==> src/rtl/ccd_timing_gen_if.sv <==
// Control/status bundle between the sequencer registers and the CCD timing generator.
// The master drives the frame request and geometry. The slave returns drive clocks, ADC strobe and status.
interface ccd_timing_gen_if #(
    parameter int CNT_W = 8,
    parameter int COL_W = 10,
    parameter int ROW_W = 10
);
    logic             start;
    logic [CNT_W-1:0] div;
    logic [CNT_W-1:0] p_width;
    logic [CNT_W-1:0] r_width;
    logic [COL_W-1:0] n_cols;
    logic [ROW_W-1:0] n_rows;

    logic             phi_p;
    logic             phi_l1;
    logic             phi_l2;
    logic             phi_r;
    logic             sample;
    logic [COL_W-1:0] col_idx;
    logic [ROW_W-1:0] row_idx;
    logic             busy;
    logic             done;

    modport master (
        output start, div, p_width, r_width, n_cols, n_rows,
        input  phi_p, phi_l1, phi_l2, phi_r, sample, col_idx, row_idx, busy, done
    );

    modport slave (
        input  start, div, p_width, r_width, n_cols, n_rows,
        output phi_p, phi_l1, phi_l2, phi_r, sample, col_idx, row_idx, busy, done
    );
endinterface

==> src/rtl/ccd_timing_gen.sv <==
// CCD frame timing generator: phi_p / phi_l1 / phi_l2 / phi_r clocks, ADC sample strobe, busy/done.
// Latency: start sampled on an edge gives busy and phi_p in the next cycle; every output is registered.
// Backpressure: none; start is ignored while a frame runs and during the done cycle.
module ccd_timing_gen #(
    parameter int CNT_W = 8,
    parameter int COL_W = 10,
    parameter int ROW_W = 10
) (
    input  logic            clk,
    input  logic            rst,
    ccd_timing_gen_if.slave bus
);

    typedef enum logic [2:0] {
        S_IDLE = 3'd0,
        S_PAR  = 3'd1,
        S_GAP  = 3'd2,
        S_SER1 = 3'd3,
        S_SER2 = 3'd4,
        S_DONE = 3'd5
    } state_t;

    // Shadow config: effective (clamped) values latched when a frame is accepted.
    typedef struct packed {
        logic [CNT_W-1:0] div;
        logic [CNT_W-1:0] p_width;
        logic [CNT_W-1:0] r_width;
        logic [COL_W-1:0] n_cols;
        logic [ROW_W-1:0] n_rows;
    } cfg_t;

    localparam logic [CNT_W-1:0] ONE_CNT = 1;
    localparam logic [COL_W-1:0] ONE_COL = 1;
    localparam logic [ROW_W-1:0] ONE_ROW = 1;

    state_t           state, state_nxt;
    cfg_t             cfg, cfg_nxt, cfg_in;
    logic [CNT_W-1:0] tmr, tmr_nxt;
    logic [COL_W-1:0] col_q, col_nxt;
    logic [ROW_W-1:0] row_q, row_nxt;

    logic phi_p_q, phi_l1_q, phi_l2_q, phi_r_q, sample_q, busy_q, done_q;
    logic phi_p_d, phi_l1_d, phi_l2_d, phi_r_d, sample_d, busy_d, done_d;

    always_comb begin
        cfg_in         = '0;
        cfg_in.div     = (bus.div == '0) ? ONE_CNT : bus.div;
        cfg_in.p_width = (bus.p_width == '0) ? ONE_CNT : bus.p_width;
        cfg_in.r_width = (bus.r_width > cfg_in.div) ? cfg_in.div : bus.r_width;
        cfg_in.n_cols  = bus.n_cols;
        cfg_in.n_rows  = bus.n_rows;
    end

    always_comb begin
        state_nxt = state;
        tmr_nxt   = tmr;
        col_nxt   = col_q;
        row_nxt   = row_q;
        cfg_nxt   = cfg;

        case (state)
            S_IDLE: begin
                if (bus.start) begin
                    cfg_nxt = cfg_in;
                    tmr_nxt = '0;
                    if (bus.n_cols == '0 || bus.n_rows == '0) begin
                        state_nxt = S_DONE;
                    end else begin
                        state_nxt = S_PAR;
                    end
                end
            end
            S_PAR: begin
                if (tmr == cfg.p_width - ONE_CNT) begin
                    tmr_nxt   = '0;
                    state_nxt = S_GAP;
                end else begin
                    tmr_nxt = tmr + ONE_CNT;
                end
            end
            S_GAP: begin
                if (tmr == cfg.div - ONE_CNT) begin
                    tmr_nxt   = '0;
                    state_nxt = S_SER1;
                end else begin
                    tmr_nxt = tmr + ONE_CNT;
                end
            end
            S_SER1: begin
                if (tmr == cfg.div - ONE_CNT) begin
                    tmr_nxt   = '0;
                    state_nxt = S_SER2;
                end else begin
                    tmr_nxt = tmr + ONE_CNT;
                end
            end
            S_SER2: begin
                // Pixel ends on the sample cycle; advance column, then row.
                if (tmr == cfg.div - ONE_CNT) begin
                    tmr_nxt = '0;
                    if (col_q == cfg.n_cols - ONE_COL) begin
                        col_nxt = '0;
                        if (row_q == cfg.n_rows - ONE_ROW) begin
                            row_nxt   = '0;
                            state_nxt = S_DONE;
                        end else begin
                            row_nxt   = row_q + ONE_ROW;
                            state_nxt = S_PAR;
                        end
                    end else begin
                        col_nxt   = col_q + ONE_COL;
                        state_nxt = S_SER1;
                    end
                end else begin
                    tmr_nxt = tmr + ONE_CNT;
                end
            end
            S_DONE: begin
                state_nxt = S_IDLE;
            end
            default: begin
                state_nxt = S_IDLE;
            end
        endcase

        // Outputs decode the state being entered so they land in registers aligned with it.
        phi_p_d  = (state_nxt == S_PAR);
        phi_l1_d = (state_nxt == S_SER1);
        phi_l2_d = (state_nxt == S_SER2);
        phi_r_d  = (state_nxt == S_SER1) && (tmr_nxt < cfg_nxt.r_width);
        sample_d = (state_nxt == S_SER2) && (tmr_nxt == cfg_nxt.div - ONE_CNT);
        busy_d   = (state_nxt == S_PAR) || (state_nxt == S_GAP) ||
                   (state_nxt == S_SER1) || (state_nxt == S_SER2);
        done_d   = (state_nxt == S_DONE);
    end

    always_ff @(posedge clk or posedge rst) begin
        if (rst) begin
            state    <= S_IDLE;
            cfg      <= '0;
            tmr      <= '0;
            col_q    <= '0;
            row_q    <= '0;
            phi_p_q  <= 1'b0;
            phi_l1_q <= 1'b0;
            phi_l2_q <= 1'b0;
            phi_r_q  <= 1'b0;
            sample_q <= 1'b0;
            busy_q   <= 1'b0;
            done_q   <= 1'b0;
        end else begin
            state    <= state_nxt;
            cfg      <= cfg_nxt;
            tmr      <= tmr_nxt;
            col_q    <= col_nxt;
            row_q    <= row_nxt;
            phi_p_q  <= phi_p_d;
            phi_l1_q <= phi_l1_d;
            phi_l2_q <= phi_l2_d;
            phi_r_q  <= phi_r_d;
            sample_q <= sample_d;
            busy_q   <= busy_d;
            done_q   <= done_d;
        end
    end

    assign bus.phi_p   = phi_p_q;
    assign bus.phi_l1  = phi_l1_q;
    assign bus.phi_l2  = phi_l2_q;
    assign bus.phi_r   = phi_r_q;
    assign bus.sample  = sample_q;
    assign bus.col_idx = col_q;
    assign bus.row_idx = row_q;
    assign bus.busy    = busy_q;
    assign bus.done    = done_q;

endmodule

==> src/flat_wrapper.sv <==
// flat-port wrapper written by rule: the top's interface ports become plain ports
module ccd_timing_gen_flat 
#(
    parameter int CNT_W = 8,
    parameter int COL_W = 10,
    parameter int ROW_W = 10
)
  (clk, rst, bus_start, bus_div, bus_p_width, bus_r_width, bus_n_cols, bus_n_rows, bus_phi_p, bus_phi_l1, bus_phi_l2, bus_phi_r, bus_sample, bus_col_idx, bus_row_idx, bus_busy, bus_done);
  ccd_timing_gen_if #(.CNT_W(CNT_W), .COL_W(COL_W), .ROW_W(ROW_W)) bus_i ();
  input  logic clk;
  input  logic rst;
  input wire logic [$bits(bus_i.start)-1:0] bus_start;
  input wire logic [$bits(bus_i.div)-1:0] bus_div;
  input wire logic [$bits(bus_i.p_width)-1:0] bus_p_width;
  input wire logic [$bits(bus_i.r_width)-1:0] bus_r_width;
  input wire logic [$bits(bus_i.n_cols)-1:0] bus_n_cols;
  input wire logic [$bits(bus_i.n_rows)-1:0] bus_n_rows;
  output wire logic [$bits(bus_i.phi_p)-1:0] bus_phi_p;
  output wire logic [$bits(bus_i.phi_l1)-1:0] bus_phi_l1;
  output wire logic [$bits(bus_i.phi_l2)-1:0] bus_phi_l2;
  output wire logic [$bits(bus_i.phi_r)-1:0] bus_phi_r;
  output wire logic [$bits(bus_i.sample)-1:0] bus_sample;
  output wire logic [$bits(bus_i.col_idx)-1:0] bus_col_idx;
  output wire logic [$bits(bus_i.row_idx)-1:0] bus_row_idx;
  output wire logic [$bits(bus_i.busy)-1:0] bus_busy;
  output wire logic [$bits(bus_i.done)-1:0] bus_done;
  assign bus_i.start = bus_start;
  assign bus_i.div = bus_div;
  assign bus_i.p_width = bus_p_width;
  assign bus_i.r_width = bus_r_width;
  assign bus_i.n_cols = bus_n_cols;
  assign bus_i.n_rows = bus_n_rows;
  assign bus_phi_p = bus_i.phi_p;
  assign bus_phi_l1 = bus_i.phi_l1;
  assign bus_phi_l2 = bus_i.phi_l2;
  assign bus_phi_r = bus_i.phi_r;
  assign bus_sample = bus_i.sample;
  assign bus_col_idx = bus_i.col_idx;
  assign bus_row_idx = bus_i.row_idx;
  assign bus_busy = bus_i.busy;
  assign bus_done = bus_i.done;
  ccd_timing_gen #(.CNT_W(CNT_W), .COL_W(COL_W), .ROW_W(ROW_W)) u_core (.clk(clk), .rst(rst), .bus(bus_i));
endmodule
==> config.mk <==
export PLATFORM = sky130hd
export DESIGN_NAME = ccd_timing_gen_flat
export DESIGN_NICKNAME = d
export VERILOG_FILES = /design/src/rtl/ccd_timing_gen_if.sv /design/src/rtl/ccd_timing_gen.sv /design/src/flat_wrapper.sv
export SDC_FILE = /design/constraint.sdc
export NUM_CORES = 1
export LEC_CHECK = 0
export CELL_PAD_IN_SITES_DETAIL_PLACEMENT = 0
export CELL_PAD_IN_SITES_GLOBAL_PLACEMENT = 1
export CORE_ASPECT_RATIO = 1.5
export CORE_MARGIN = 2
export CORE_UTILIZATION = 25
export DETAILED_ROUTE_END_ITERATION = 10
export PLACE_DENSITY_LB_ADDON = 0.1
export SLEW_MARGIN = 20
export SYNTH_ARGS = -nofsm -noshare
export SYNTH_HDL_FRONTEND = slang
export SYNTH_SLANG_ARGS = --single-unit
==> constraint.sdc <==
create_clock -name clk -period 7 [get_ports clk]
set_input_delay 1.05 -clock clk [delete_from_list [all_inputs] [get_ports clk]]
set_output_delay 1.05 -clock clk [all_outputs]
set_load 0.02 [all_outputs]
==> results list, run 1 <==
- Yosys instantiated no cell more often than nand2_1.
- The hold violation count in the final report came to 0.
- Post-synthesis cell count: 658
* Count of final max-slew check failures: 0
- Post-CTS setup repair buffer count: 0
- In this run the worst hold path is classified as flop to flop.
* Initial DRC count: 249
* Cell area after technology mapping: 5590 um2
- In the routed design, unresolved DRC markers number 0.
* Post-route setup TNS: 0 ns
- Commonest cells in the netlist: 101 x nand2_1, 82 x dfrtp_1, 45 x nor2_1, 43 x o21ai_0, 41 x inv_1
* Count of clock tree sinks: 82
* Port buffer count: 73
- Final worst path period need: 4.33 ns
- The post-route netlist has 5.85% of its cells at a drive strength greater than 1.
- Largest area contributor in the netlist: dfrtp_1
- At the pin with the least slew margin, the transition time is 0.794 ns.
- Counting flops with a built-in enable in the synthesized netlist gives 0.
- For this run, the top clock speed supported by timing is 231 MHz.
- After synthesis, the cell types taking the most area are dfrtp_1 37%, nand2_1 6.8%, xnor2_1 6.0%, ha_1 5.1%, o21ai_0 3.9%.
- Vias in the first global route: 5,042
* Synth-to-Final Area Change: 23.9%
- After synthesis, the largest area contributor takes up 36.7% of total cell area.
* Core box area: 22,100 um2
* Global-route wire length before repair: 27,600 um
- The routed layout has 4,881 vias.
- In the final routed layout, each cell accounts on average for 17.3 um.
- The critical path is of the primary input to flop type.
- Antenna violation net count after detailed routing: 0
- 0 antenna diodes ended up in the layout.
- Before antenna repair, the detailed router went through 4 iterations.
- STA classifies the critical path startpoint as a primary input.
- The root buffer cell chosen for the clock tree is clkbuf_16.
* Crit-path max FO: 15
- Routability-driven placement finished with a final weighted congestion of 0.823.
- Dividing total power by cell area gives a power density of 382 nW/um2.
* Worst clock skew on the final layout: 0.0112 ns
- The die is 126 um wide.
- IR drop worst, VDD: 149 uV
* Flops & latches, synth: 82
* Post_cts resized: 0
- Summed over all nets, the half-perimeter wirelength after detailed placement is 13,400 um.
* Synth warnings: 0
- The flow ran to the end, and the final reports show no timing, DRC or antenna violations.
* Final wirelength: 17,200 um
- TritonCTS created 9 clock buffers.
- The clock tree synthesis step divided the H-tree into 3 levels.
* Die Footprint: 23,600 um2
* Arrival @ worst endpoint: 4.63 ns
- Remaining global-route overflow: 0
- Clock latency on the worst-skew pair, taken at its later pin, is 0.36 ns.
* Count of distinct cell types in the synthesized netlist: 73
- MaxCap Viol Count: 0
- Library cell contributing the largest single delay on the critical path: clkdlybuf4s50_1
- Post-Synthesis Net Count: 728
- For this run, the leading register cell type out of synthesis is dfrtp_1.
* Number of filler cells placed in the layout: 2,369
- On the worst path, the slowest cell contributes a delay of 0.47 ns.
- Worst relative slew slack: 46.8%
- Setup repair after global routing left no endpoint under its margin.
- For this design the top-level I/O count stands at 74.
* Static leakage: 2.99 nW
- Cell area after placement: 6560 um2
- FFs w/ async S/R, synth: 100%
- Sequential cell area fraction in the yosys report: 36.7%
* TritonCTS clock tree: done
* Worst EP required: 7.30 ns
* Critical path's top delay family: compound AO/OA/AOI/OAI gates
- Final setup viols: 0
- Overall routing resource usage: 14.9%
* Category of the worst setup path capture point: flop
- Entering global routing, the biggest net connects 55 pins.
* Number of hold buffers added after cts: 0
* Antenna violations before repair: 0
- Mean number of vias per cell: 4.91
- Counting both buffers and inverters, the worst setup path holds a total of 1.
- The initial utilization of the core area, before any placement, comes to 25.3%.
* Critical-path cell list: clkdlybuf4s50_1 > nor3_1 > a41o_1 > ha_1 > nor2b_1 > o21a_1 > o21ai_0 > a211o_1 > and2_1 > a21oi_1 > a21o_1 > ha_1 > a211o_1 > o31ai_1 > and4_1
- Cell row count: 67
- The floorplan step set the die height to 187 um.
- The longest clock path from root to sink contains 2 buffers.
* Post-route cell area: 6920 um2
* Avg Synthesized Cell Area: 8.49 um2
- Fraction of the cycle the final worst path needs: 61.9%
- Count of nets after finishing: 783
* Clock-pin slew reported for the worst setup and hold paths after clock tree synthesis: 0.07 ns
==> routing by layer <==
layer | vias to the layer above | routed length (um) | GRT usage [%] | share of wire (%)
met4 | 0 | 369 | 6.00 | 2.1
met5 | - | 0 | 0 | 0
met1 | 2359 | 6900 | 16.5 | 40
met3 | 16 | 392 | 1.66 | 2.3
met2 | 82 | 9550 | 28.5 | 55
li1 | 2424 | - | - | -
==> registers in the layout (all words and copies together) (netlist names), 3 cells and up <==
| signal | count |
|---|---|
| u_core.cfg | 44 |
| u_core.state | 3 |
| u_core.tmr | 8 |
| u_core.bus.row_idx | 10 |
| u_core.bus.col_idx | 10 |
==> metrics by stage <==
step / std cells / hold slack, ns / setup WS (ns) / power, mW / util (%)
3_5_place_dp: 978 / 0.469 / 2.25 / 2.05 / 29.6
6_report: 994 / 0.479 / 2.67 / 2.64 / 31.3
4_1_cts: 994 / 0.487 / 2.61 / 2.68 / 31.3
5_1_grt: 994 / 0.528 / 2.41 / 2.87 / 31.3
2_1_floorplan: 658 / 0.444 / 3.04 / 1.71 / -
3_3_place_gp: 978 / 0.460 / 2.38 / 2.04 / 29.6
==> power by group <==
part / total (mW) / internal [mW] / switching, mW
clock: 0.607 / 0.387 / 0.220
combinational: 1.21 / 0.544 / 0.668
sequential: 0.824 / 0.623 / 0.201
==> final cells by class <==
class                   instances  area [um2]  area share (%)
inverters                      42         159            2.30
repair buffers                 78         768            11.1
clock inverters                 6         138            1.99
flip-flops and latches         82        2050            29.6
clock buffers                  10         229            3.31
multi-input cells             500        3230            46.7
well taps                     276         345            4.99
==> worst paths after layout <==
kind                                          startpoint                    endpoint  slack [ns]  cells past startpoint
worst min-delay path            u_core.cfg[20]$_DFF_PP0_    u_core.cfg[20]$_DFF_PP0_        0.48                      2
worst min register to register  u_core.cfg[20]$_DFF_PP0_    u_core.cfg[20]$_DFF_PP0_        0.48                      2
worst max-delay path                          bus_div[4]  u_core.bus.phi_r$_DFF_PP0_        2.67                     15
max in group asynchronous                            rst   u_core.state[1]$_DFF_PP0_        4.83                      3
worst max register to register  u_core.cfg[36]$_DFF_PP0_  u_core.bus.phi_r$_DFF_PP0_        3.21                     13
min in group asynchronous                            rst     u_core.tmr[2]$_DFF_PP0_        1.05                      2
==> tightest hold or removal path: stages, from the launching register on <==
cell and delay, ns:
dfrtp_1 0.33, nand2_1 0.05, o21ai_0 0.06
==> cell usage in the layout (no fill, tap or decap), types with 3 or more instances in the layout <==
master and instances:
a21boi_0 3, xor2_1 20, nand2_1 101, and2_1 7, bufinv_16 4, and3_1 7
nor4b_1 5, nor2b_1 11, inv_1 40, nor3b_1 4, dfrtp_1 82, clkdlybuf4s50_1 73
nor3_1 11, nand4_1 18, a21o_1 14, o311a_1 3, nand3_1 18, o31ai_1 6
or2_2 4, a211o_1 5, nand3b_1 3, nor4_1 6, o21ai_0 43, mux2i_1 9
or3_1 6, buf_4 5, nor2_1 45, ha_1 23, clkbuf_16 9, nand2b_1 7
xnor2_1 38, a21oi_1 22, or4_1 10
==> cells by family after synthesis <==
| logic type | after synthesis | synth area share, % |
|---|---|---|
| AOI/OAI and AO/OA | 134 | 16.5 |
| buffers and inverters | 76 | 5.46 |
| and+or+nand+nor | 274 | 25.1 |
| adders and majority gates | 23 | 5.15 |
| muxes | 11 | 2.01 |
| DFF | 82 | 36.7 |
| xor gates and xnor gates | 58 | 9.09 |
Note: power is estimated with default switching activity, not from simulation.
==> run 2: changes to the inputs <==
- clock period: 7 -> 4.24 ns (I/O delays scaled with it)
==> results list, run 2 (synthesis results as in run 1) <==
* Post_cts resized: 0 (unchanged)
- Final setup margin: 0.440 ns (was 2.67 ns)
- Boundary Pins: 74 (unchanged)
- Initial DRC count: 173 (was 249)
* Post-detailed-route wirelength per cell: 17.0 um (was 17.3 um)
- Post-route setup TNS: 0 ns (unchanged)
- Final setup viols: 0 (unchanged)
- Run status: finished clean (unchanged).
- Metal1 wirelength: 6970 um (was 6900 um)
- The initial core utilization came to 25.3% (unchanged).
- Final hold violation count: 0 (unchanged)
- The relative slew slack was 49.8% (was 46.8%).
- The endpoint required time on the critical path was 4.52 ns (was 7.30 ns).
- The count of unresolved DRC violations after routing came to 0 (unchanged).
- Pin count of the biggest net entering global routing: 43 (was 55)
* Arrival @ worst endpoint: 4.08 ns (was 4.63 ns)
- The net count of the finished layout was 795 (was 783).
- Number of hold buffers added after cts: 0 (unchanged)
- The maximum VDD drop came to 210 uV (was 149 uV).
* TritonCTS clock tree: done (unchanged)
- Met2 Routed Length: 9260 um (was 9550 um)
- Final worst path period need: 3.80 ns
- The startpoint type of the worst setup path is a flop (was primary input).
- The largest fanout of any net on the critical path came to 9 (was 15).
- Max Clock Freq: 263 MHz
- Antenna violations before repair: 0 (unchanged)
- The actual slew at the worst max-slew pin is 0.748 ns (was 0.794 ns).
- The routed wire length on met3 came to 477 um (was 392 um).
- The post-detailed-route via-to-cell ratio was 4.91 (about the same).
- Counting stages on the worst path, the most repeated cell is ha_1.
* Final wirelength: 17,100 um (was 17,200 um)
- The chip height is 187 um (unchanged).
- Worst path buffer plus inverter count: 1 (unchanged)
* Library cell contributing the largest single delay on the critical path: nor4_1 (was clkdlybuf4s50_1)
* Critical path's top delay family: simple AND/OR/NAND/NOR gates (was compound AO/OA/AOI/OAI gates)
- Category of the worst setup path capture point: flop (unchanged)
- The global-route wire length before repair was 27,300 um (was 27,600 um).
* Static leakage: 3.02 nW (was 2.99 nW)
- Die extent in x: 126 um (unchanged)
- RSZ-0062 raised after global routing: false (unchanged).
* Areal power density over the cells: 606 nW/um2 (was 382 nW/um2)
- The worst clock skew was 0.00697 ns (was 0.0112 ns).
- Largest reg by FF count: u_core.cfg (unchanged)
* Finished Core Util: 31.3% (about the same)
- The non-filler instance count after layout was 1,005 (was 994).
* Proportion of layout cells with a drive suffix above 1: 7.13% (was 5.85%)
- Count of final max-slew check failures: 0 (unchanged)
- Later-pin clock latency in the skew report: 0.35 ns (was 0.36 ns)
- The largest incremental delay on the critical path was 0.45 ns (was 0.47 ns).
- Number of filler cells placed in the layout: 2,335 (was 2,369)
* Hold Path Class: flop to flop (unchanged)
- The antenna diode count came to 0 (unchanged).
- The number of flip-flops in the largest register came to 44 (unchanged).
- Cell row count: 67 (unchanged)
- Core box area: 22,100 um2 (unchanged)
- The clock tree root driver cell is clkbuf_16 (unchanged).
* Die Footprint: 23,600 um2 (unchanged)
- The most common cell after layout, fill and taps aside is nand2_1 (unchanged).
- Count of clock tree sinks: 82 (unchanged)
- Critical-path cell list: inv_1 > ha_1 > nor3b_1 > a22oi_1 > nor4_1 > nand3_2 > o2bb2ai_2 > a21boi_0 > or2_2 > ha_1 > a211o_1 > o31ai_1 > and4_1 (was clkdlybuf4s50_1 > nor3_1 > a41o_1 > ha_1 > nor2b_1 > o21a_1 > o21ai_0 > a211o_1 > and2_1 > a21oi_1 > a21o_1 > ha_1 > a211o_1 > o31ai_1 > and4_1).
* DR pass1 iterations: 5 (was 4)
* Overall routing resource usage: 14.6% (was 14.9%)
* Synth-to-Final Area Change: 24.0% (was 23.9%)
- The number of maximum-capacitance constraint violations is 0 (unchanged).
* H-tree depth reported by CTS: 3 (unchanged)
* Vias in the first global route: 5,129 (was 5,042)
- The remaining antenna violation count after routing is 0 (unchanged).
- Remaining global-route overflow: 0 (unchanged)
- Routed vias: 4,938 (was 4,881)
- The worst slack after detailed placement came to 0.127 ns (was 2.25 ns).
* Buffers from clock root to sink, at most: 2 (unchanged)
- The number of placed instances, taps included is 990 (was 978).
- Post-CTS setup repair buffer count: 0 (unchanged)
- GPL Wtd Cong: 0.839 (was 0.823)
* Port buffer count: 73 (unchanged)
- The category of the most critical setup path is flop to flop (was primary input to flop).
- Fraction of the cycle the final worst path needs: 89.6%
- The total CTS buffers is 9 (unchanged).
- Commonest cells after routing, fill and taps aside: 101 x nand2_1, 82 x dfrtp_1, 73 x clkdlybuf4s50_1 (unchanged).
* Hpwl dp: 13,400 um (about the same)
* Highest metal used: met4 (unchanged)
* Clock-pin slew reported for the worst setup and hold paths after clock tree synthesis: 0.06 ns (was 0.07 ns)
## run 2: changes by cell type in the layout (fill, tap and decap cells not counted)
cell and delta:
buf_4 +12, bufinv_16 -3, clkinv_2 +2, clkbuf_1 +1, clkbuf_8 +1, clkinv_4 -1, inv_6 -1, o21ai_0 -1
o21ai_1 +1
## run 2: worst paths after layout
check	start	to	slack (ns)	depth (start not counted)
hold reg to reg	u_core.cfg[20]$_DFF_PP0_	u_core.cfg[20]$_DFF_PP0_	0.50	2
max in group asynchronous	rst	u_core.bus.col_idx[0]$_DFFE_PP0P_	2.84	3
hold / removal	u_core.cfg[20]$_DFF_PP0_	u_core.cfg[20]$_DFF_PP0_	0.50	2
setup reg to reg	u_core.cfg[36]$_DFF_PP0_	u_core.bus.phi_r$_DFF_PP0_	0.44	13
setup / recovery	u_core.cfg[36]$_DFF_PP0_	u_core.bus.phi_r$_DFF_PP0_	0.44	13
min in group asynchronous	rst	u_core.cfg[31]$_DFFE_PP0P_	0.54	2
## run 2: metal layers
metal	GRT usage, %	vias to the layer above
met5	0	-
met4	5.62	0
met3	2.17	25
met2	27.9	93
met1	16.0	2378
li1	-	2442
## run 2: tightest hold or removal path, cell delays in order (launching register included)
cell,delay (ns)
dfrtp_1,0.33
nand2_1,0.06
o21ai_0,0.07
## run 2: through the flow
step	power (mW)	hold slack (ns)	cell area, um2
finish	4.20	0.497	6930
global route	4.57	0.539	6930
CTS	4.26	0.494	6930
detailed placement	3.43	0.478	6650
global placement	3.41	0.479	6650
floorplan	2.83	0.444	5590
## run 2: power breakdown
part           total, mW  internal (mW)  switching, mW
Clock              0.799          0.468          0.330
Combinational       2.05          0.932           1.12
Sequential          1.35           1.03          0.321
Total               4.20           2.43           1.77
## run 2: cell type report
cell class | instances | area (um2) | area share [%]
clock buffer | 12 | 246 | 3.56
clock inverter | 3 | 40.0 | 0.578
inverter | 42 | 159 | 2.29
multi-input combinational | 500 | 3230 | 46.6
sequential | 82 | 2050 | 29.6
tap | 276 | 345 | 4.98
timing repair buffer | 90 | 858 | 12.4
